$ cat src/rtl/datain_buf_ctrl_pkg.sv
//----------------------------------------------------------------------------
// Module   : datain_buf_ctrl_pkg
// Purpose  : Shared constants and state encoding for the input-sample
//            buffer controller (block size, RAM address/data widths,
//            default requester count, controller state type).
// Revision : 1.0 - initial release
//----------------------------------------------------------------------------
`default_nettype none

package datain_buf_ctrl_pkg;

    localparam int C_DEPTH   = 30;   // words per block / RAM entries
    localparam int C_AW      = 5;    // RAM address width
    localparam int C_DW      = 20;   // data word width
    localparam int C_NUM_REQ = 4;    // replay requesters

    typedef enum logic [2:0] {
        ST_EMPTY = 3'd0,
        ST_LOAD  = 3'd1,
        ST_READY = 3'd2,
        ST_PLAY  = 3'd3,
        ST_DRAIN = 3'd4
    } state_t;

endpackage : datain_buf_ctrl_pkg

`default_nettype wire

$ cat src/rtl/datain_buf_ctrl_rr_arbiter.sv
//----------------------------------------------------------------------------
// Module   : datain_buf_ctrl_rr_arbiter
// Purpose  : Combinational round-robin arbiter. Grants the first asserted
//            request at or after ptr+1 (mod NUM_REQ). The pointer itself
//            is held by the parent.
// Ports    : req      in  NUM_REQ  request vector
//            ptr      in  PW       index of the most recent grant
//            enable   in  1        allow a grant this cycle
//            gnt_next out NUM_REQ  one-hot grant (all zero when disabled)
// Revision : 1.0 - initial release
//----------------------------------------------------------------------------
`default_nettype none

module datain_buf_ctrl_rr_arbiter #(
    parameter int NUM_REQ = 4,
    parameter int PW      = 2
) (
    input  logic [NUM_REQ-1:0] req,
    input  logic [PW-1:0]      ptr,
    input  logic               enable,
    output logic [NUM_REQ-1:0] gnt_next
);

    logic          w_found;
    logic [PW-1:0] w_idx;

    // Search starts one past the last winner, so the last winner is
    // examined last and every requester gets a turn.
    always_comb begin
        gnt_next = '0;
        w_found  = 1'b0;
        w_idx    = '0;
        for (int i = 1; i <= NUM_REQ; i++) begin
            w_idx = PW'((int'(ptr) + i) % NUM_REQ);
            if (enable && !w_found && req[w_idx]) begin
                gnt_next[w_idx] = 1'b1;
                w_found         = 1'b1;
            end
        end
    end

endmodule : datain_buf_ctrl_rr_arbiter

`default_nettype wire

$ cat src/rtl/datain_buf_ctrl.sv
//----------------------------------------------------------------------------
// Module   : datain_buf_ctrl
// Purpose  : Sequencer for the single-port input-sample buffer RAM.
//            Loads one block of DEPTH words from the upstream stream, then
//            replays the stored block as full bursts to NUM_REQ consumers
//            under round-robin arbitration.
// Ports    : clk       in   1        system clock, rising edge
//            RST       in   1        synchronous active-high reset
//            in_valid  in   1        upstream word valid
//            in_ready  out  1        word accepted this cycle
//            datain    in   DW       upstream word
//            clear     in   1        discard stored block (READY only)
//            req       in   NUM_REQ  replay requests (level)
//            gnt       out  NUM_REQ  one-hot grant, held for the burst
//            ram_addr  out  AW       RAM address
//            ram_we    out  1        RAM write enable
//            ram_din   out  DW       RAM write data
//            ram_dout  in   DW       RAM read data (1-cycle latency)
//            out_valid out  1        replay word valid
//            out_data  out  DW       replay word
//            out_last  out  1        final word of burst
//            loaded    out  1        complete block stored
// Revision : 1.0 - initial release
//----------------------------------------------------------------------------
`default_nettype none

module datain_buf_ctrl
    import datain_buf_ctrl_pkg::*;
#(
    parameter int DEPTH   = C_DEPTH,
    parameter int AW      = C_AW,
    parameter int DW      = C_DW,
    parameter int NUM_REQ = C_NUM_REQ
) (
    input  logic               clk,
    input  logic               RST,
    input  logic               in_valid,
    output logic               in_ready,
    input  logic [DW-1:0]      datain,
    input  logic               clear,
    input  logic [NUM_REQ-1:0] req,
    output logic [NUM_REQ-1:0] gnt,
    output logic [AW-1:0]      ram_addr,
    output logic               ram_we,
    output logic [DW-1:0]      ram_din,
    input  logic [DW-1:0]      ram_dout,
    output logic               out_valid,
    output logic [DW-1:0]      out_data,
    output logic               out_last,
    output logic               loaded
);

    localparam int            PW        = (NUM_REQ > 1) ? $clog2(NUM_REQ) : 1;
    localparam logic [AW-1:0] LAST_ADDR = AW'(DEPTH - 1);

    state_t               r_state,     w_state_next;
    logic [AW-1:0]        r_count,     w_count_next;
    logic [AW-1:0]        r_addr,      w_addr_next;
    logic [NUM_REQ-1:0]   r_gnt,       w_gnt_next;
    logic [PW-1:0]        r_ptr,       w_ptr_next;
    logic                 r_out_valid, w_out_valid_next;
    logic                 r_out_last,  w_out_last_next;
    logic                 r_loaded,    w_loaded_next;

    logic                 w_accept;
    logic                 w_arb_en;
    logic [NUM_REQ-1:0]   w_arb_gnt;
    logic [PW-1:0]        w_arb_idx;

    //------------------------------------------------------------------
    // Write path is combinational so the first word presented in EMPTY
    // lands at address 0 in the same cycle it is accepted.
    //------------------------------------------------------------------
    assign in_ready = (r_state == ST_EMPTY) || (r_state == ST_LOAD);
    assign w_accept = in_valid && in_ready;
    assign ram_we   = w_accept;
    assign ram_din  = datain;

    // RAM output is already registered inside the RAM; forward as-is.
    assign out_data  = ram_dout;
    assign ram_addr  = r_addr;
    assign gnt       = r_gnt;
    assign out_valid = r_out_valid;
    assign out_last  = r_out_last;
    assign loaded    = r_loaded;

    // clear wins over any request while READY.
    assign w_arb_en = (r_state == ST_READY) && !clear;

    datain_buf_ctrl_rr_arbiter #(
        .NUM_REQ (NUM_REQ),
        .PW      (PW)
    ) u_arb (
        .req      (req),
        .ptr      (r_ptr),
        .enable   (w_arb_en),
        .gnt_next (w_arb_gnt)
    );

    always_comb begin
        w_arb_idx = '0;
        for (int i = 0; i < NUM_REQ; i++) begin
            if (w_arb_gnt[i]) begin
                w_arb_idx = PW'(i);
            end
        end
    end

    //------------------------------------------------------------------
    // Next-state and next-output logic
    //------------------------------------------------------------------
    always_comb begin
        w_state_next     = r_state;
        w_count_next     = r_count;
        w_addr_next      = r_addr;
        w_gnt_next       = r_gnt;
        w_ptr_next       = r_ptr;
        w_out_valid_next = 1'b0;
        w_out_last_next  = 1'b0;
        w_loaded_next    = r_loaded;

        case (r_state)
            ST_EMPTY, ST_LOAD: begin
                if (w_accept) begin
                    if (r_count == LAST_ADDR) begin
                        w_count_next  = '0;
                        w_addr_next   = '0;
                        w_loaded_next = 1'b1;
                        w_state_next  = ST_READY;
                    end else begin
                        w_count_next  = r_count + AW'(1);
                        w_addr_next   = r_count + AW'(1);
                        w_state_next  = ST_LOAD;
                    end
                end
            end

            ST_READY: begin
                if (clear) begin
                    w_loaded_next = 1'b0;
                    w_count_next  = '0;
                    w_addr_next   = '0;
                    w_state_next  = ST_EMPTY;
                end else if (|w_arb_gnt) begin
                    w_gnt_next   = w_arb_gnt;
                    w_ptr_next   = w_arb_idx;
                    w_addr_next  = '0;
                    w_state_next = ST_PLAY;
                end
            end

            ST_PLAY: begin
                // Data for the address issued now is valid next cycle.
                w_out_valid_next = 1'b1;
                if (r_addr == LAST_ADDR) begin
                    w_out_last_next = 1'b1;
                    w_addr_next     = '0;
                    w_state_next    = ST_DRAIN;
                end else begin
                    w_addr_next     = r_addr + AW'(1);
                end
            end

            ST_DRAIN: begin
                w_gnt_next   = '0;
                w_state_next = ST_READY;
            end

            default: begin
                w_state_next = ST_EMPTY;
            end
        endcase
    end

    //------------------------------------------------------------------
    // State and output registers
    //------------------------------------------------------------------
    always_ff @(posedge clk) begin
        if (RST) begin
            r_state     <= ST_EMPTY;
            r_count     <= '0;
            r_addr      <= '0;
            r_gnt       <= '0;
            r_ptr       <= PW'(NUM_REQ - 1);
            r_out_valid <= 1'b0;
            r_out_last  <= 1'b0;
            r_loaded    <= 1'b0;
        end else begin
            r_state     <= w_state_next;
            r_count     <= w_count_next;
            r_addr      <= w_addr_next;
            r_gnt       <= w_gnt_next;
            r_ptr       <= w_ptr_next;
            r_out_valid <= w_out_valid_next;
            r_out_last  <= w_out_last_next;
            r_loaded    <= w_loaded_next;
        end
    end

endmodule : datain_buf_ctrl

`default_nettype wire

$ cat config.mk
export PLATFORM = sky130hd
export DESIGN_NAME = datain_buf_ctrl
export DESIGN_NICKNAME = d
export VERILOG_FILES = /design/src/rtl/datain_buf_ctrl_pkg.sv /design/src/rtl/datain_buf_ctrl_rr_arbiter.sv /design/src/rtl/datain_buf_ctrl.sv
export SDC_FILE = /design/constraint.sdc
export NUM_CORES = 1
export LEC_CHECK = 0
export ABC_CLOCK_PERIOD_IN_PS = 3000
export CORE_UTILIZATION = 40
export DETAILED_ROUTE_END_ITERATION = 10
export PLACE_DENSITY = 0.8
export SLEW_MARGIN = 20
export SYNTH_ARGS = -nofsm -noshare
export SYNTH_HDL_FRONTEND = slang
export SYNTH_SLANG_ARGS = --single-unit
export TNS_END_PERCENT = 50
$ cat constraint.sdc
create_clock -name clk -period 3 [get_ports clk]
set_clock_uncertainty 0.05 [all_clocks]
set_input_delay 0.45 -clock clk [delete_from_list [all_inputs] [get_ports clk]]
set_output_delay 0.45 -clock clk [all_outputs]
set_load 0.005 [all_outputs]
==> flow_summary.ini <==
[place]
dp_hpwl_um = 3150
place.gp.congestion = 0.885
port_buffers = 21

[clock_tree]
cts_tree = built
ctsRootBufferMaster = clkbuf_8
path_clk_slew_ns = 0.07
insertion_delay_ns = 0.26
clkSinkCount = 22
cts_setup_buffers = 0
cts_resized = 0
clk_path_buf_depth = 2
cts_max_level = 1
cts_buffers = 3
cts_hold_buf = 0

[power]
irDropWorstVdd_uv = 340
p_int_mw = 0.455
combPwrFrac_pct = 13.9
power.switching_mw = 0.143
p_sw_share_pct = 24.0
power.leakage_nw = 0.770
pwr-share-clk_pct = 34.9
pwr-share-seq_pct = 51.2
powerDensity_nw_per_um2 = 290

[critical_path]
regToRegSetupSlack_ns = 0.47
path_class = reg -> reg
path_cells = inv_1 > ha_1 > mux4_2 > or3_4 > a31oi_4 > a311oi_2 > a32o_2
cp-end-kind = flop
cp_max_fo = 14
rr_startpoint = r_ptr[0]
cp-start-kind = flop
slowest_stage = mux4_2
critPathMaxStageDelay_ns = 0.47
r2r-end = gnt[2]
crit_arrival_ns = 2.63
reg2regPathDepth = 7
cp.required_ns = 3.10

[logic_synthesis]
ys_seq_area_share_pct = 21.8
avgSynthCellArea_um2 = 8.68
synth_warnings = 0
yosys.cell_types.count = 60
ys_seq_elements = 22
async_reset_ff_share_pct = 0
netlist_area_um2 = 2020
syn_nets = 292
synth_edf_count = 0
synthCells = 233
synthFlopType = dfxtp_1

[die]
coreArea_um2 = 4790
start_util_pct = 42.2
rows = 25
die_w_um = 73.1
die_h_um = 73.1
ios = 102
dieArea_um2 = 5340

[sta]
finalMaxSlewViolations = 0
period_needed_ns = 2.53
hold_ws_ns = 0.450
worstMarginPinSlew_ns = 0.462
finalHoldViolCount = 0
setup_tns_ns = 0
setup_viol = 0
slew_headroom_pct = 69.1
fin_crit_sh_pct = 84.4
clock.fmax_mhz = 395
grt_setup_unrepaired = no

[outcome]
status = finished, final reports clean

[final_layout]
mostFrequentLayoutCell = dfxtp_1
insertedDiodeCount = 0
fin_nets = 274
mostFrequentLayoutCells = 22 x dfxtp_1, 21 x clkdlybuf4s50_1, 19 x nand2_1
drive_gt1_share_pct = 13.1
syn2layout_area_growth_pct = 1.92

[hold_path]
worstHoldPathType = reg -> reg
hold_depth = 2
hold_path_end = gnt[0]
min-delay-start = gnt[0]

[drt]
ant_nets = 0
vias_per_cell = 5.77
num_vias = 1620
routedWlPerCell_um = 15.0
wl_um = 4210
drt_first_iter_violations = 125
dr.pass1.iters = 4
drc = 0

[job]
drv_cap = 0

[global_route]
grt_pass1_wl_um = 6840
grt_antenna_before_repair = 0
grt_max_degree = 15
grt_use_total_pct = 16.0
grt_pass1_vias = 1493
grt_overflow = 0
-- worst max path at each step --
| stage | from | to | slack [ns] | cells after the start |
|---|---|---|---|---|
| finish | r_ptr[0] | gnt[2] | 0.47 | 7 |
| detailed placement | req[1] | gnt[2] | 0.24 | 6 |
| CTS | r_ptr[0] | gnt[2] | 0.46 | 7 |
| global placement | req[2] | gnt[2] | 0.29 | 6 |
| floorplan | r_ptr[0] | gnt[2] | 0.53 | 8 |
| global route | r_ptr[0] | r_state[0] | 0.34 | 7 |
-- cell type report --
cell class | count | area, um2
Sequential cell | 22 | 440
Fill cell | 471 | 2730
Timing Repair Buffer | 26 | 248
Inverter | 8 | 30.0
Tap cell | 67 | 83.8
Clock buffer | 4 | 55.1
Multi-Input combinational cell | 154 | 1200
-- power by group through the flow --
| stage | Sequential (mW) | Combinational [mW] | Clock, mW |
|---|---|---|---|
| floorplan | 0.311 | 0.0919 | 0 |
| global placement | 0.313 | 0.0798 | 0 |
| detailed placement | 0.313 | 0.0818 | 0 |
| CTS | 0.306 | 0.0829 | 0.213 |
| global route | 0.307 | 0.0908 | 0.228 |
| finish | 0.307 | 0.0829 | 0.209 |
-- worst max-delay path, delay by kind of cell (launching register included) --
kind,cells,cell delay (ns)
AO/OA/AOI/OAI,3,0.55
multiplexers,1,0.47
AND/OR/NAND/NOR,1,0.46
adder cells (fa/ha/maj),1,0.41
flip-flops,1,0.34
buffers and inverters,1,0.13
-- per-stage QoR --
step	power (mW)	setup slack, ns	utilization, %	area (um2)	instances
after floorplan	0.403	0.532	-	2020	233
after global placement	0.393	0.293	41.9	2010	277
after detailed placement	0.395	0.236	41.9	2010	277
after CTS	0.603	0.464	43.1	2060	281
after global routing	0.626	0.338	43.1	2060	281
final	0.598	0.469	43.1	2060	281
-- sequential cells by signal, summed over array words and instances, names as in the netlist --
register / flops
r_state: 3
gnt: 4
ram_addr: 5
loaded: 1
r_ptr: 2
out_last: 1
out_valid: 1
r_count: 5
-- synthesized netlist by cell type, drive strengths merged (3+ instances only) --
master   n  area [um2]
o221a    3        33.8
nor3     8        51.3
a21o     4        30.0
ha      11         138
inv      8        30.0
clkbuf   5        18.8
o21ai    4        20.0
buf     44         329
and3     3        23.8
a21oi   13        65.1
or2      3        18.8
a31oi    3        48.8
mux2i    4        40.0
nand2   19        71.3
nor2    16        60.1
dfxtp   22         440
a311oi   3        32.5
nand4    7        43.8
mux4     4        93.8
nand3    5        25.0
nand3b   4        30.0
a211oi   4        30.0
-- metal layers --
| metal | part of all wire [%] | GRT usage (%) | up-vias |
|---|---|---|---|
| li1 | - | - | 783 |
| met1 | 45 | 20.9 | 772 |
| met2 | 48 | 26.6 | 59 |
| met3 | 6.0 | 4.56 | 6 |
| met4 | 0.50 | 1.96 | 0 |
| met5 | 0 | 0 | - |
-- kinds of logic after synthesis --
group           Yosys count  share of synthesized area [%]
flops                    22                           21.8
mux                      10                           7.74
fa+ha+maj                11                           6.81
compound gates           54                           23.3
xor+xnor                  3                           1.30
simple gates             76                           20.4
buf+inv                  57                           18.7
Power figures use the tool's default switching activity.
